[src/rtl/pgen_pkg.sv]
// Shared types for the pgen test-data generator: pattern modes and FSM states.
package pgen_pkg;

    typedef enum logic [1:0] {
        MODE_LFSR  = 2'd0,
        MODE_CNT   = 2'd1,
        MODE_WALK  = 2'd2,
        MODE_CONST = 2'd3
    } mode_e;

    typedef enum logic [1:0] {
        IDLE = 2'd0,
        RUN  = 2'd1,
        DONE = 2'd2
    } state_e;

    // Modes whose pattern degenerates on an all-zero word.
    function automatic logic needs_nonzero(mode_e m);
        return (m == MODE_LFSR) || (m == MODE_WALK);
    endfunction

endpackage

[src/rtl/pgen_if.sv]
// Control/FIFO-write bundle between the enable logic, the generator and the FIFO.
interface pgen_if #(
    parameter int WIDTH = 8,
    parameter int CNTW  = 16
);
    logic             en_gen;
    logic             en_wrk;
    logic             full;
    logic             start;
    logic             stop;
    logic [1:0]       mode;
    logic [WIDTH-1:0] seed;
    logic [CNTW-1:0]  burst_len;
    logic             wrreq;
    logic [WIDTH-1:0] data;
    logic             busy;
    logic             done;
    logic [CNTW-1:0]  wr_count;

    modport master (
        input  en_gen, en_wrk, full, start, stop, mode, seed, burst_len,
        output wrreq, data, busy, done, wr_count
    );

    modport slave (
        output en_gen, en_wrk, full, start, stop, mode, seed, burst_len,
        input  wrreq, data, busy, done, wr_count
    );
endinterface

[src/rtl/pgen_next.sv]
// Combinational next-word logic for the four generator patterns.
module pgen_next
    import pgen_pkg::*;
#(
    parameter int               WIDTH = 8,
    parameter logic [WIDTH-1:0] POLY  = WIDTH'(8'hEF)
) (
    input  mode_e            mode,
    input  logic [WIDTH-1:0] cur,
    output logic [WIDTH-1:0] nxt
);

    always_comb begin
        nxt = cur;
        case (mode)
            MODE_LFSR:  nxt = {cur[WIDTH-2:0], ^(cur & POLY)};
            MODE_CNT:   nxt = cur + WIDTH'(1);
            MODE_WALK:  nxt = {cur[WIDTH-2:0], cur[WIDTH-1]};
            MODE_CONST: nxt = cur;
            default:    nxt = cur;
        endcase
    end

endmodule

[src/rtl/pgen.sv]
// Burst test-data generator feeding a FIFO write port; never writes into a full FIFO.
module pgen
    import pgen_pkg::*;
#(
    parameter int               WIDTH = 8,
    parameter logic [WIDTH-1:0] POLY  = WIDTH'(8'hEF),
    parameter int               CNTW  = 16
) (
    input  logic  clk,
    input  logic  rst,
    pgen_if.master bus
);

    state_e           state, state_nxt;
    mode_e            mode_q, mode_in;
    logic [CNTW-1:0]  len_q, cnt_q, cnt_inc;
    logic [WIDTH-1:0] data_q, data_nxt, seed_fix;
    logic             accept, last;

    assign mode_in  = mode_e'(bus.mode);
    assign seed_fix = (bus.seed == '0 && needs_nonzero(mode_in)) ? WIDTH'(1) : bus.seed;
    assign accept   = bus.wrreq;
    assign cnt_inc  = cnt_q + CNTW'(1);
    // Burst ends on the write that brings the count up to burst_len; 0 never matches.
    assign last     = (len_q != '0) && (cnt_inc == len_q);

    pgen_next #(
        .WIDTH (WIDTH),
        .POLY  (POLY)
    ) u_next (
        .mode (mode_q),
        .cur  (data_q),
        .nxt  (data_nxt)
    );

    always_ff @(posedge clk or posedge rst) begin
        if (rst) state <= IDLE;
        else     state <= state_nxt;
    end

    always_comb begin
        state_nxt = state;
        case (state)
            IDLE:    if (bus.start) state_nxt = RUN;
            RUN:     if ((accept && last) || bus.stop) state_nxt = DONE;
            DONE:    state_nxt = IDLE;
            default: state_nxt = IDLE;
        endcase
    end

    always_comb begin
        bus.wrreq = 1'b0;
        bus.busy  = 1'b0;
        bus.done  = 1'b0;
        case (state)
            RUN: begin
                bus.busy  = 1'b1;
                bus.wrreq = bus.en_gen & bus.en_wrk & ~bus.full;
            end
            DONE:    bus.done = 1'b1;
            default: ;
        endcase
    end

    always_ff @(posedge clk or posedge rst) begin
        if (rst) begin
            mode_q <= MODE_LFSR;
            len_q  <= '0;
            data_q <= '0;
            cnt_q  <= '0;
        end else if (state == IDLE && bus.start) begin
            mode_q <= mode_in;
            len_q  <= bus.burst_len;
            data_q <= seed_fix;
            cnt_q  <= '0;
        end else if (accept) begin
            data_q <= data_nxt;
            cnt_q  <= cnt_inc;
        end
    end

    assign bus.data     = data_q;
    assign bus.wr_count = cnt_q;

endmodule

[src/flat_wrapper.sv]
// flat-port wrapper written by rule: the top's interface ports become plain ports
module pgen_flat import pgen_pkg::*;
#(
    parameter int               WIDTH = 8,
    parameter logic [WIDTH-1:0] POLY  = WIDTH'(8'hEF),
    parameter int               CNTW  = 16
)
  (clk, rst, bus_en_gen, bus_en_wrk, bus_full, bus_start, bus_stop, bus_mode, bus_seed, bus_burst_len, bus_wrreq, bus_data, bus_busy, bus_done, bus_wr_count);
  pgen_if #(.WIDTH(WIDTH), .CNTW(CNTW)) bus_i ();
  input  logic clk;
  input  logic rst;
  input wire logic [$bits(bus_i.en_gen)-1:0] bus_en_gen;
  input wire logic [$bits(bus_i.en_wrk)-1:0] bus_en_wrk;
  input wire logic [$bits(bus_i.full)-1:0] bus_full;
  input wire logic [$bits(bus_i.start)-1:0] bus_start;
  input wire logic [$bits(bus_i.stop)-1:0] bus_stop;
  input wire logic [$bits(bus_i.mode)-1:0] bus_mode;
  input wire logic [$bits(bus_i.seed)-1:0] bus_seed;
  input wire logic [$bits(bus_i.burst_len)-1:0] bus_burst_len;
  output wire logic [$bits(bus_i.wrreq)-1:0] bus_wrreq;
  output wire logic [$bits(bus_i.data)-1:0] bus_data;
  output wire logic [$bits(bus_i.busy)-1:0] bus_busy;
  output wire logic [$bits(bus_i.done)-1:0] bus_done;
  output wire logic [$bits(bus_i.wr_count)-1:0] bus_wr_count;
  assign bus_i.en_gen = bus_en_gen;
  assign bus_i.en_wrk = bus_en_wrk;
  assign bus_i.full = bus_full;
  assign bus_i.start = bus_start;
  assign bus_i.stop = bus_stop;
  assign bus_i.mode = bus_mode;
  assign bus_i.seed = bus_seed;
  assign bus_i.burst_len = bus_burst_len;
  assign bus_wrreq = bus_i.wrreq;
  assign bus_data = bus_i.data;
  assign bus_busy = bus_i.busy;
  assign bus_done = bus_i.done;
  assign bus_wr_count = bus_i.wr_count;
  pgen #(.WIDTH(WIDTH), .POLY(POLY), .CNTW(CNTW)) u_core (.clk(clk), .rst(rst), .bus(bus_i));
endmodule
[config.mk]
export PLATFORM = sky130hd
export DESIGN_NAME = pgen_flat
export DESIGN_NICKNAME = d
export VERILOG_FILES = /design/src/rtl/pgen_pkg.sv /design/src/rtl/pgen_if.sv /design/src/rtl/pgen_next.sv /design/src/rtl/pgen.sv /design/src/flat_wrapper.sv
export SDC_FILE = /design/constraint.sdc
export NUM_CORES = 1
export LEC_CHECK = 0
export CORE_AREA = 3 3 101 103
export DETAILED_ROUTE_END_ITERATION = 8
export DIE_AREA = 0 0 104 106
export MAX_ROUTING_LAYER = met4
export PLACE_DENSITY = 0.59
export REMOVE_ABC_BUFFERS = 1
export SETUP_SLACK_MARGIN = 0.2
export SLEW_MARGIN = 20
export SYNTH_ARGS = -nofsm -noshare
export SYNTH_HDL_FRONTEND = slang
export SYNTH_SLANG_ARGS = --single-unit
[constraint.sdc]
create_clock -name clk -period 4.33 [get_ports clk]
set_input_delay 1.299 -clock clk [delete_from_list [all_inputs] [get_ports clk]]
set_output_delay 1.299 -clock clk [all_outputs]
set_load 0.005 [all_outputs]
==> results <==
- The required time of the critical path is roughly 3 ns.
- The count of yosys warnings during synthesis is 0.
- The power density over cell area is roughly 470 mW/mm^2.
- The via count of the first global-routing pass was ~2.5k.
- The largest net degree at the start of global routing is between 40 and 50.
- At the end of the flow, the number of nets in the layout was 421.
- The fraction of layout instances using a drive strength above 1 is roughly 6%.
- The startpoint kind of the worst setup timing path is an input pin.
- Summing the areas of all xor and xnor instances in the mapped netlist gives under 10% of the synthesized area.
- The data arrival time of the critical path is approximately 2.8 ns.
- Across the run, the number of max-cap violations was 0.
- The clock passes through at most 2 buffers.
- By instance count, the cell type seen most on the critical path is sky130_fd_sc_hd__clkdlybuf4s50_1.
- In this run the post-CTS setup repair buffer count came out at 0.
- Of the available clock period, the critical path in the final layout requires 93.8%.
- The number of different library cells in the post-synthesis netlist is 50.
- The number of placement rows is 35.
- The mux cell area share after synthesis is less than 1%.
- The flow ran to the end, and the final reports show no timing, DRC or antenna violations.
- After synthesis the cells add up to ~0.0028 sq mm.
- Along the worst hold path, the cell count comes to 2.
- The DRC violation count after routing is 0.
- The worst-case IR drop observed on VDD is approximately 0.3 mV.
- The transition time at the pin with the least slew margin is approximately 0.80 ns.
- Registers take ~0.0011 sq mm.
- The biggest area contributor in the post-synthesis netlist is sky130_fd_sc_hd__dfrtp_1.
- The post-route cell area is between 0.003 and 0.004 sq mm.
- In this run the tightest slew margin relative to its limit is 46.6%.
- The delay of the slowest cell on the worst path is 0.50 ns.
- Summing the areas of all and, or, nand and nor instances in the mapped netlist gives between 20% and 30% of the synthesized area.
- The critical path starts at bus_en_gen.
- Once detail routing completed, the nets flagged for antenna violations numbered 0.
- The core region area is just over 0.009 sq mm.
- The quantity of I/O buffers inserted on ports is just under 60.
- The worst setup skew after layout is between 0.01 and 0.015 ns.
- The synthesized design devotes to its leading area cell type between 30% and 40% of total area.
- sky130_fd_sc_hd__nand2_1 is the most common cell in the netlist.
- The worst path setup slack after routing is approximately 0.27 ns.
- A synthesized cell averages between 8 and 9 sq um.
- In this run the cell area measured after placement is between 0.003 and 0.004 sq mm.
- The number of ports placed on the die boundary is 60.
- The number of design-rule violations left by the first detailed-router iteration is 120.
- The die area is around 0.011 sq mm.
- The gate count of the mapped netlist is about 330.
- After detailed routing, the average wire length per cell comes to ~14 um.
- STA classifies the critical path endpoint as an output pin.
- Clock-pin slew was measured on the worst setup and hold paths at around 0.080 ns.
- Setup violations remaining at the end of the flow were counted as 0.
- Of the total synthesized cell area, the portion taken by full adders, half adders and majority gates is between 2 and 3%.
- The clock tree from TritonCTS is yes.
- The number of clock buffers added by TritonCTS is 5.
- The clock tree synthesis step divided the H-tree into 2 levels.
- The slowest stage of the critical path is the sky130_fd_sc_hd__clkdlybuf4s50_1 cell.
- The effective utilization at floorplan is roughly 30%.
- The layout filler cell count is approximately 970.
- Hold repair after CTS inserted 0 buffers.
- The max-slew violation count came to 0.
- The clock sink total is between 40 and 50.
- In this run the worst path has a maximum fanout of 2.
- The hold path startpoint is u_core.len_q[1].
- Counting I/O delays and the setup requirement, the final critical path takes around 4.1 ns.
- At the end of routability-driven placement, the weighted congestion stood at between 0.8 and 0.9.
- The clock tree root buffer cell is sky130_fd_sc_hd__clkbuf_8.
- The number of gates resized after CTS was 0.
- OpenSTA, run right after detailed placement, puts the worst setup slack at 0.215 ns.
- The summed negative setup slack over all endpoints is 0 ns.
- The area growth from synthesis to layout is 29.0%.
- The origin of the critical flop-to-flop path is u_core.bus.wr_count[0].
- Counting cells, the worst reg-to-reg path comes to 7.
- Setup repair after global routing left no endpoint under its margin.
- The leakage power is approximately 1.5 nW.
- The initial antenna violation count is 0.
- The final hold violation count is 0.
- The top achievable clock speed is around 250 MHz.
- Counting flops and latches in the post-synthesis netlist gives 44.
- Summing the areas of all compound-gate instances in the mapped netlist gives 16.3% of the synthesized area.
- The largest family of logic cells by synthesized area is simple AND/OR/NAND/NOR gates.
- After synthesis, the share of flip-flops with an asynchronous set or reset is between 90% and 100%.
- The number of detailed-routing iterations run before antenna repair is 4.
- The ratio of routed vias to standard cells is 4.94.
- The horizontal extent of the die is about 100 um.
- The number of antenna diodes in the final layout is 0.
- The commonest register cell after synthesis is sky130_fd_sc_hd__dfrtp_1.
- Counting flops with a built-in enable in the synthesized netlist gives 0.
- After legalization and detailed placement, the total HPWL measured roughly 5500 um.
- The combined area of the multi-input logic cells is approximately 0.0016 sq mm.
- The die height is between 100 and 150 um.
- After synthesis, the cell types taking the most area are sky130_fd_sc_hd__dfrtp_1, sky130_fd_sc_hd__nand2_1, sky130_fd_sc_hd__xnor2_1.
- For this run, the register share of the synthesized area comes to roughly two fifths.
- The final global-route overflow total is 0.
- Traced cell by cell, the critical path runs through clkdlybuf4s50_1, nand2_1, or3_1, inv_2, clkdlybuf4s50_1.
- The latest clock arrival within the worst-skew pair is 0.30 ns.
- After synthesis, the most frequently instantiated cells are sky130_fd_sc_hd__nand2_1, sky130_fd_sc_hd__dfrtp_1, sky130_fd_sc_hd__o21ai_0.
- The first global-routing pass estimated ~12000 um of wire.
- The final wirelength is ~7400 um.
- The combined global-route utilization of all metal layers is between 10 and 15%.
- The type of the worst setup path is input pin to output pin.
- Summing over every cut layer, the via total after detailed routing is roughly 2.5k.
- The classification of the worst-slack hold path is flop to flop.
[power breakdown]
group          switching (W)  leakage, nW  internal [W]
clock               0.000143       0.0510      0.000128
sequential          0.000170        0.564      0.000524
combinational       0.000337        0.889      0.000375
total               0.000650         1.50       0.00103
[critical path, delay by kind of cell]
kind	cells	cell delay, ns
buf+inv	3	1.05
simple gates	2	0.41
[cell usage in the layout (no fill, tap or decap), types with 5 or more instances in the layout]
| master | Yosys | final |
|---|---|---|
| sky130_fd_sc_hd__o31ai_1 | 6 | 6 |
| sky130_fd_sc_hd__o21ai_0 | 31 | 31 |
| sky130_fd_sc_hd__nor2_1 | 22 | 22 |
| sky130_fd_sc_hd__clkbuf_8 | 0 | 6 |
| sky130_fd_sc_hd__nand2b_1 | 6 | 6 |
| sky130_fd_sc_hd__inv_1 | 9 | 8 |
| sky130_fd_sc_hd__nand3_1 | 9 | 9 |
| sky130_fd_sc_hd__nand2_1 | 70 | 70 |
| sky130_fd_sc_hd__nand4_1 | 6 | 6 |
| sky130_fd_sc_hd__xor2_1 | 7 | 7 |
| sky130_fd_sc_hd__xnor2_1 | 19 | 19 |
| sky130_fd_sc_hd__dfrtp_1 | 44 | 44 |
| sky130_fd_sc_hd__ha_1 | 6 | 6 |
| sky130_fd_sc_hd__clkdlybuf4s50_1 | 0 | 59 |
| sky130_fd_sc_hd__nor3_1 | 6 | 6 |
| sky130_fd_sc_hd__nor4_1 | 6 | 6 |
| sky130_fd_sc_hd__and3_1 | 7 | 7 |
| sky130_fd_sc_hd__a21oi_1 | 5 | 5 |
| sky130_fd_sc_hd__a22oi_1 | 5 | 5 |
[per-stage QoR]
step	instances	hold WS, ns	power, W	utilization [%]
2_1_floorplan	312	0.482	0.00114	-
3_3_place_gp	504	0.511	0.00140	37.6
3_5_place_dp	504	0.517	0.00141	37.6
4_1_cts	512	0.537	0.00169	38.6
5_1_grt	512	0.571	0.00181	38.6
6_report	512	0.534	0.00168	38.6
[layer usage]
metal	wire length [um]	track usage, %
met1	3480	17.6
met2	3560	23.9
met3	293	2.79
met4	27	2.75
met5	0	-
[area by class of cell]
cell class	instances	share of cell area [%]
Sequential cell	44	30.7
Clock inverter	2	0.279
Tap cell	129	4.50
Clock buffer	6	2.30
Inverter	9	0.943
Timing Repair Buffer	63	17.3
Multi-Input combinational cell	259	43.9
[flip-flops by register name, summed over array words and instances, names as in the netlist]
| name | count |
|---|---|
| u_core.mode_q | 2 |
| u_core.len_q | 16 |
| u_core.bus.wr_count | 16 |
| u_core.bus.data | 8 |
| u_core.state | 2 |
[path summary, 6_finish.rpt]
check | slack (ns) | to
max in group asynchronous | 2.49 | u_core.len_q[3]
min in group asynchronous | 1.45 | u_core.bus.wr_count[9]
hold reg to reg | 0.53 | u_core.len_q[1]
setup / recovery | 0.27 | bus_wrreq
setup reg to reg | 1.88 | u_core.state[0]
hold / removal | 0.53 | u_core.len_q[1]
[logic make-up (layout without fill, tap and decap cells)]
group / Yosys count / in the layout
simple gates: 154 / 154
compound gates: 71 / 71
flops: 44 / 44
xor+xnor: 27 / 27
buf+inv: 25 / 80
fa+ha+maj: 6 / 6
mux: 1 / 1
No activity file was read; power rests on OpenSTA's default activity.
